`src/rtl/wb_cmd_master.sv`:
```
// Wishbone classic master: a FIFO of queued register commands, one bus cycle per command.
// Define WB_TIMEOUT_EN to end a cycle with an error when the slave never terminates it.
module wb_cmd_master #(
  parameter int ADDR_W      = 3,
  parameter int DATA_W      = 8,
  parameter int SEL_W       = DATA_W / 8,
  parameter int FIFO_DEPTH  = 4,
  parameter int TIMEOUT_CYC = 255
) (
  input  logic              clk,
  input  logic              rst,
  input  logic              cmd_valid,
  output logic              cmd_ready,
  input  logic              cmd_we,
  input  logic [ADDR_W-1:0] cmd_adr,
  input  logic [DATA_W-1:0] cmd_dat,
  input  logic [SEL_W-1:0]  cmd_sel,
  output logic              rsp_valid,
  input  logic              rsp_ready,
  output logic [DATA_W-1:0] rsp_dat,
  output logic              rsp_err,
  output logic              busy,
  output logic [ADDR_W-1:0] wbs_adr_i,
  output logic [DATA_W-1:0] wbs_dat_i,
  input  logic [DATA_W-1:0] wbs_dat_o,
  output logic [SEL_W-1:0]  wbs_sel_i,
  output logic              wbs_we_i,
  output logic              wbs_stb_i,
  output logic              wbs_cyc_i,
  input  logic              wbs_ack_o,
  input  logic              wbs_err_o
);

  localparam int PTR_W = $clog2(FIFO_DEPTH);
  localparam int CNT_W = $clog2(FIFO_DEPTH + 1);
  localparam int ENT_W = 1 + ADDR_W + DATA_W + SEL_W;

  typedef enum logic [1:0] {IDLE, BUS, RESP} state_t;

  state_t            state;
  logic [ENT_W-1:0]  mem [FIFO_DEPTH];
  logic [PTR_W-1:0]  wr_ptr, rd_ptr;
  logic [CNT_W-1:0]  count;
  logic              push, pop;
  logic              h_we;
  logic [ADDR_W-1:0] h_adr;
  logic [DATA_W-1:0] h_dat;
  logic [SEL_W-1:0]  h_sel;

`ifdef WB_TIMEOUT_EN
  localparam int TMO_W = ($clog2(TIMEOUT_CYC + 1) > 8) ? $clog2(TIMEOUT_CYC + 1) : 8;
  logic [TMO_W-1:0] tmo;
`endif

  assign cmd_ready = (count != CNT_W'(FIFO_DEPTH));
  assign push      = cmd_valid & cmd_ready;
  assign pop       = (state == IDLE) & (count != '0);
  assign busy      = (state != IDLE) | (count != '0);
  assign {h_we, h_adr, h_dat, h_sel} = mem[rd_ptr];

  always_ff @(posedge clk) begin
    if (push) mem[wr_ptr] <= {cmd_we, cmd_adr, cmd_dat, cmd_sel};
  end

  always_ff @(posedge clk) begin
    if (!rst) begin
      wr_ptr <= '0;
      rd_ptr <= '0;
      count  <= '0;
    end else begin
      if (push) wr_ptr <= wr_ptr + 1'b1;
      if (pop)  rd_ptr <= rd_ptr + 1'b1;
      case ({push, pop})
        2'b10:   count <= count + 1'b1;
        2'b01:   count <= count - 1'b1;
        default: count <= count;
      endcase
    end
  end

  always_ff @(posedge clk) begin
    if (!rst) begin
      state     <= IDLE;
      wbs_adr_i <= '0;
      wbs_dat_i <= '0;
      wbs_sel_i <= '0;
      wbs_we_i  <= 1'b0;
      wbs_stb_i <= 1'b0;
      wbs_cyc_i <= 1'b0;
      rsp_valid <= 1'b0;
      rsp_dat   <= '0;
      rsp_err   <= 1'b0;
`ifdef WB_TIMEOUT_EN
      tmo       <= '0;
`endif
    end else begin
      case (state)
        IDLE: begin
          if (pop) begin
            wbs_adr_i <= h_adr;
            wbs_dat_i <= h_dat;
            wbs_sel_i <= h_sel;
            wbs_we_i  <= h_we;
            wbs_stb_i <= 1'b1;
            wbs_cyc_i <= 1'b1;
            state     <= BUS;
`ifdef WB_TIMEOUT_EN
            tmo       <= '0;
`endif
          end
        end
        BUS: begin
          if (wbs_err_o) begin
            wbs_stb_i <= 1'b0;
            wbs_cyc_i <= 1'b0;
            rsp_dat   <= '0;
            rsp_err   <= 1'b1;
            rsp_valid <= 1'b1;
            state     <= RESP;
          end else if (wbs_ack_o) begin
            wbs_stb_i <= 1'b0;
            wbs_cyc_i <= 1'b0;
            rsp_dat   <= wbs_we_i ? '0 : wbs_dat_o;
            rsp_err   <= 1'b0;
            rsp_valid <= 1'b1;
            state     <= RESP;
          end
`ifdef WB_TIMEOUT_EN
          // tmo counts completed BUS cycles, so this fires on cycle TIMEOUT_CYC
          else if (tmo == TMO_W'(TIMEOUT_CYC - 1)) begin
            wbs_stb_i <= 1'b0;
            wbs_cyc_i <= 1'b0;
            rsp_dat   <= '0;
            rsp_err   <= 1'b1;
            rsp_valid <= 1'b1;
            state     <= RESP;
          end else begin
            tmo <= tmo + 1'b1;
          end
`endif
        end
        RESP: begin
          if (rsp_ready) begin
            rsp_valid <= 1'b0;
            state     <= IDLE;
          end
        end
        default: state <= IDLE;
      endcase
    end
  end

endmodule
```
`config.mk`:
```
export PLATFORM = sky130hd
export DESIGN_NAME = wb_cmd_master
export DESIGN_NICKNAME = d
export VERILOG_FILES = /design/src/rtl/wb_cmd_master.sv
export SDC_FILE = /design/constraint.sdc
export NUM_CORES = 1
export LEC_CHECK = 0
export BUFFER_PORTS_ARGS = -buffer_cell sky130_fd_sc_hd__buf_4
export CAP_MARGIN = 40
export CORE_AREA = 3 3 82 84
export DETAILED_ROUTE_END_ITERATION = 6
export DIE_AREA = 0 0 85 87
export PLACE_DENSITY = 0.8
export RECOVER_POWER = 100
export SLEW_MARGIN = 20
export SYNTH_ARGS = -nofsm -noshare
export SYNTH_HDL_FRONTEND = slang
export SYNTH_SLANG_ARGS = --single-unit
```
`constraint.sdc`:
```
create_clock -name clk -period 6.6 [get_ports clk]
set_input_delay 0.33 -clock clk [delete_from_list [all_inputs] [get_ports clk]]
set_output_delay 0.33 -clock clk [all_outputs]
set_load 0.005 [all_outputs]
```
==> key figures, run 1 <==
Status
  • Status: complete, no violations

Pwr
  • Leakage: ~1.4 nW
  • Overall power: around 0.0015 W
  • Pwr Density: a little under 400 nW/um2
  • Peak supply drop: 0.1799 mV

STA
  • Hold Fails Final Rpt: 0
  • Maximum operating frequency: between 0.4 and 0.5 GHz
  • Worst Tran Pin Value: 1.270 ns
  • Hold Slack: approximately 0.23 ns
  • Skew final: around 0.0094 ns
  • Setup violators final: 0
  • RSZ-0062 raised after global routing: no
  • Slew Viols, Final: 0
  • Final period util: around 36%
  • Max-Slew Margin vs Limit: 14.68%
  • Setup TNS: 0 ns
  • Minimum clock period after layout: approximately 2.4 ns

Worst setup path
  • R2R Path End: count[2]
  • Worst R2R Start: state[0]
  • CP Max Fanout: 14
  • Nature of the critical path startpoint: flop
  • CP Capture Type: flop
  • Reg2reg setup slack: between 4 and 5 ns
  • Kind of critical path: flop to flop
  • Arr. time, crit path: ~2.7 ns
  • Worst EP required: ~6.9 ns
  • Worst r2r path cells: 9

Floorplanning
  • I/O pin count: 54
  • Core Box Area: between 5000 and 6000 um2
  • Initial Utilization: 55.39%
  • Die width: 85 um
  • DIE HEIGHT: between 80 and 90 um
  • Die Area: around 7400 um2
  • Site Rows: 28

Clock network
  • Worst-skew pair later-pin latency: approximately 0.35 ns
  • Clock sinks: 85
  • CTS Buf Count: 9
  • H-tree lvl count: 3
  • Clock root buffer: clkbuf_8
  • Clk pin slew, worst setup/hold paths: about 0.090 ns
  • CTS tree: yes
  • Clock Path Buffers: 2
  • Post-CTS Setup Repair Bufs: 0
  • Post_cts resized: 0
  • Hold_buf cts: 0

Global route
  • Gr usage total: ~18%
  • Remaining Overflow, GRT: 0
  • Vias in the first global route: around 1900
  • Initial antenna violation count: 0
  • Largest net degree at the start of global routing: 22
  • First-pass GRT wire length: 9611 um

Final layout
  • Core Util, Final: roughly two thirds
  • Commonest non-fill, non-tap cell in the layout: edfxtp_1
  • # fillers: 470
  • Storage cell area: roughly 2200 um2
  • # nets final: around 310
  • Antenna cell count: 0
  • Layout cells sized above 1: between 20% and 30%
  • Synth-to-layout area growth: 16.97%
  • Most frequent cells in the layout: edfxtp_1, dfxtp_1, clkbuf_4, nand2_1, a21oi_1
  • Multi-input gate area: approximately 960 um2

Hold path
  • Hold worst-path end: mem[3][5]
  • HP Class: primary input to flop
  • Hold path cells: 1
  • Hold_sp: cmd_dat[4]

Yosys
  • Syn. warnings: 0
  • Area leader, netlist: edfxtp_1
  • Synth top area share: 47.06%
  • Primary FF master, synth: edfxtp_1
  • Largest cells by area after synthesis: edfxtp_1, dfxtp_1, mux4_2
  • Synthesized area: roughly 3300 um2
  • Cells after synthesis: around 230
  • Ys async rst share: 0%
  • #FFs+latches synth: 85
  • Post-synth EDFFs: 52
  • Sequential fraction of the synthesis area: 66.97%
  • Mapped Nets: about 260
  • Synth Area per Inst: 14.49 um2
  • Yosys cell types: 36

Run
  • Max-cap violation count: 0

Detailed routing
  • DRC: 0
  • Vias/cell: between 5 and 6
  • DR vias: 1992
  • WL/cell: around 17 um
  • Routed WL: between 5000 and 6000 um
  • Iter 0 DRT Violations: slightly above 200
  • DR pass1 iterations: 4
  • Post-route ant nets: 0

Placed design
  • IO Port Bufs: 53
  • Detailed Place HPWL: about 4000 um
  • Gp weighted congestion: approximately 0.77
## worst max-delay path: stages (launching register included)
cell	delay [ns]
dfxtp_1	0.37
nor2_1	0.20
nand2_1	0.11
inv_1	0.33
ha_1	0.27
inv_1	0.07
fa_1	0.38
xor2_1	0.16
or3_1	0.31
a21oi_1	0.14
## layout make-up
type	instances	share of cell area, %
Inverter	9	0.8704
Tap cell	75	2.418
Clock buffer	9	3.191
Clock inverter	7	2.289
Sequential cell	85	57.25
Timing Repair Buffer	54	9.284
Multi-Input combinational cell	121	24.69
## kinds of logic (layout without fill, tap and decap cells)
logic type	Yosys count	in the layout	share of synthesized area [%]
compound gates	47	47	9.088
xor+xnor	2	2	0.5280
fa+ha+maj	6	6	2.489
buf+inv	23	79	3.808
flops	85	85	66.97
mux	13	13	8.824
simple gates	53	53	8.296
## state kept, by name (all words and copies together) (netlist names), 2 cells and up
signal	cells
mem	52
rsp_dat	8
wbs_dat_i	8
count	3
wbs_adr_i	3
rd_ptr	2
state	2
wr_ptr	2
## cell usage after synthesis, types with 3 or more instances
master	instances
nor2_1	9
inv_1	9
o2bb2ai_1	13
a21oi_1	16
clkbuf_1	5
and3_1	4
nand3_1	3
nand2_1	17
o21ai_0	12
nand4_1	8
edfxtp_1	52
ha_1	5
mux4_2	13
dfxtp_1	33
buf_6	4
## how the worst max path moves through the flow
| stage | start | endpoint | slack (ns) | cells past startpoint |
|---|---|---|---|---|
| 2_1_floorplan | count[0] | count[2] | 4.48 | 9 |
| 3_3_place_gp | state[0] | count[2] | 4.32 | 9 |
| 3_5_place_dp | state[0] | count[2] | 4.22 | 9 |
| 4_1_cts | state[0] | count[2] | 4.18 | 9 |
| 5_1_grt | state[0] | count[2] | 4.01 | 9 |
| 6_report | state[0] | count[2] | 4.20 | 9 |
## through the flow
step	setup WS [ns]	area, um2	instances
6_report	4.202	3881	360
5_1_grt	4.009	3881	360
4_1_cts	4.177	3945	360
3_5_place_dp	4.217	3732	344
3_3_place_gp	4.324	3717	343
2_1_floorplan	4.482	3318	229
## layer usage
| metal | vias to the layer above | GRT usage [%] | wire length, um |
|---|---|---|---|
| li1 | 972 | - | - |
| met1 | 950 | 22.99 | 2656 |
| met2 | 63 | 27.05 | 2793 |
| met3 | 7 | 5.487 | 385 |
| met4 | 0 | 8.345 | 107 |
| met5 | - | 0 | 0 |
## power breakdown
part           switching (W)  internal, W
Combinational       0.000218     0.000215
Clock               0.000199     0.000185
Sequential         0.0000592     0.000654
(Power assumes the default switching activity.)
==> run 2, diff against run 1 <==
==> constraint.sdc (replaced) <==
create_clock -name clk -period 2.3 [get_ports clk]
set_input_delay 0.115 -clock clk [delete_from_list [all_inputs] [get_ports clk]]
set_output_delay 0.115 -clock clk [all_outputs]
set_load 0.005 [all_outputs]
==> run 2 against run 1 <==
  * Sequential share of layout area down 2.5 points
  * Maximum frequency increased by 10%
  * Non-clock buffer count rose by 18
  * Combinational power grew to 3.0 times the previous value
  * Largest cell class unchanged
  * Die area stayed put
  * Routed wire length increased by 3.1%
  * Worst hold slack worse by 0.21 ns
  * Clock skew increased by 0.00067 ns
  * Via count up 2.6%
  * Clock power rose to 3.1 times the previous value
==> key figures, run 2 (synthesis gave the netlist of run 1 again) <==
Clock network
  • H-tree lvl count: 3 (unchanged)
  • CTS tree: yes
  • Post_cts resized: 0 (unchanged)
  • Clock root buffer: clkbuf_8
  • Clock sinks: 85 (unchanged)
  • Worst-skew pair later-pin latency: 0.35 ns (about the same)
  • Clock Path Buffers: 2 (unchanged)
  • Clk pin slew, worst setup/hold paths: 0.09 ns (about the same)
  • CTS Buf Count: 9 (unchanged)

STA
  • Setup TNS: 0 ns (unchanged)
  • Worst Tran Pin Value: 0.7630 ns (-0.5070 ns)
  • RSZ-0062 raised after global routing: no
  • Setup violators final: 0 (unchanged)
  • Hold Slack: 0.02066 ns (-0.2059 ns)
  • Max-Slew Margin vs Limit: 48.86% (+34 points)
  • Minimum clock period after layout: 2.172 ns (-0.2262 ns)
  • Maximum operating frequency: 0.4605 GHz (+10%)
  • Skew final: 0.01008 ns (+0.0006701 ns)
  • Hold Fails Final Rpt: 0 (unchanged)
  • Final period util: 94.41% (+58 points)
  • Slew Viols, Final: 0 (unchanged)

Floorplanning
  • Core Box Area: 5991 um2 (unchanged)
  • Site Rows: 28 (unchanged)
  • DIE HEIGHT: 87 um (unchanged)
  • I/O pin count: 54 (unchanged)
  • Die Area: 7395 um2 (unchanged)
  • Initial Utilization: 55.39% (unchanged)
  • Die width: 85 um (unchanged)

Final layout
  • Post-route cell area: 4060 um2 (+4.6%)
  • Most frequent cells in the layout: edfxtp_1, dfxtp_1, clkbuf_4, nand2_1, a21oi_1
  • Commonest non-fill, non-tap cell in the layout: edfxtp_1
  • Layout cells sized above 1: 25.08% (+0.52 points)
  • Synth-to-layout area growth: 22.36%
  • Antenna cell count: 0 (unchanged)
  • Core Util, Final: 67.77% (+3.0 points)
  • Largest register FFs: 52 (unchanged)
  • Most flop-heavy register: mem
  • # fillers: 437 (-7.0%)
  • Top Registers: mem: 52 flops, rsp_dat: 8 flops, wbs_dat_i: 8 flops
  • # nets final: 331 (+5.8%)

Pwr
  • Overall power: 0.004517 W (+200%)
  • Peak supply drop: 0.5700 mV (+220%)
  • Leakage: 1.446 nW (+5.9%)
  • Pwr Density: 1113 nW/um2 (+180%)

Hold path
  • Hold_sp: wbs_dat_o[1]
  • HP Class: primary input to flop

Global route
  • First-pass GRT wire length: 10010 um (+4.2%)
  • Gr usage total: 17.89% (+0.28 points)
  • Initial antenna violation count: 0 (unchanged)
  • Vias in the first global route: 1937 (+4.0%)
  • Largest net degree at the start of global routing: 22 (unchanged)
  • Remaining Overflow, GRT: 0 (unchanged)

Worst setup path
  • Arr. time, crit path: 2.45 ns (-0.23 ns)
  • Critical Path Slowest Stage Cell: dfxtp_1
  • Worst EP required: 2.58 ns (-4.30 ns)
  • CP top delay family: simple AND/OR/NAND/NOR gates
  • Critical-path cell list: or3b_1 > nand2_1 > ha_1 > inv_1 > fa_1 > xor2_1 > or3_1 > a21oi_1
  • Worst Path Buf+Inv: 1 (-1)
  • Launch point of the worst path: count[2]
  • Kind of critical path: flop to flop
  • CP peak stage delay: 0.39 ns (about the same)
  • Nature of the critical path startpoint: flop
  • Worst R2R Start: count[2]
  • CP Max Fanout: 5 (-9)
  • CP Capture Type: flop

Detailed routing
  • Vias/cell: 5.407 (-2.3%)
  • Routed WL: 6128 um (+3.1%)
  • WL/cell: 16.21 um (-1.8%)
  • DRC: 0 (unchanged)
  • DR pass1 iterations: 4 (unchanged)
  • DR vias: 2044 (+2.6%)
  • Post-route ant nets: 0 (unchanged)
  • Iter 0 DRT Violations: 100 (-51%)

Status
  • Status: complete, no violations

Placed design
  • Detailed Place HPWL: 4061 um (+1.9%)
  • Gp weighted congestion: 0.7853 (+1.7%)
  • Area post-placement: 3755 um2 (+0.60%)
  • IO Port Bufs: 53 (unchanged)

Run
  • Max-cap violation count: 0 (unchanged)
run 2: worst min-delay path, cell delays in order:
cell and delay, ns:
buf_4 0.11, nand4_1 0.05, a21oi_1 0.06
run 2: path summary, 6_finish.rpt:
path | to | slack [ns] | cells after the start
setup / recovery | count[2] | 0.13 | 8
hold / removal | rsp_dat[1] | 0.02 | 3
setup reg to reg | count[2] | 0.13 | 8
hold reg to reg | wbs_dat_i[7] | 0.46 | 2
run 2: metal layers:
layer	share of wire (%)	up-vias	wire [um]	track usage [%]
met2	46	60	2801	27.68
met4	2.3	0	138	8.921
met3	5.3	11	323	4.352
met1	47	971	2864	23.77
li1	-	1002	-	-
met5	0	-	0	0
run 2: power breakdown:
part / internal (W) / switching, W / total (W)
clock network: 0.000628 / 0.000554 / 0.00118
logic: 0.000647 / 0.000661 / 0.00131
registers: 0.00188 / 0.000150 / 0.00203
run 2: metrics by stage:
step	worst slack (ns)	std cells
after floorplan	0.1819	229
after global placement	0.2475	348
after detailed placement	0.1552	348
after CTS	0.1408	377
after global routing	0.01079	378
final	0.1285	378
run 2: cell type report:
cell class / count / area [um2] / area share, %
repair buffers: 72 / 511.7 / 12.60
multi-input cells: 121 / 969.7 / 23.88
clock buffers: 9 / 123.9 / 3.051
well taps: 75 / 93.84 / 2.311
clock inverters: 7 / 105.1 / 2.589
inverters: 9 / 33.78 / 0.8321
flip-flops and latches: 85 / 2222 / 54.73
run 2: timing repair:
| action | CTS | global route |
|---|---|---|
| endpoints found under the hold margin | 52 | 1 |
| hold buffers | 13 | 1 |
| buffers inserted | 0 | 0 |
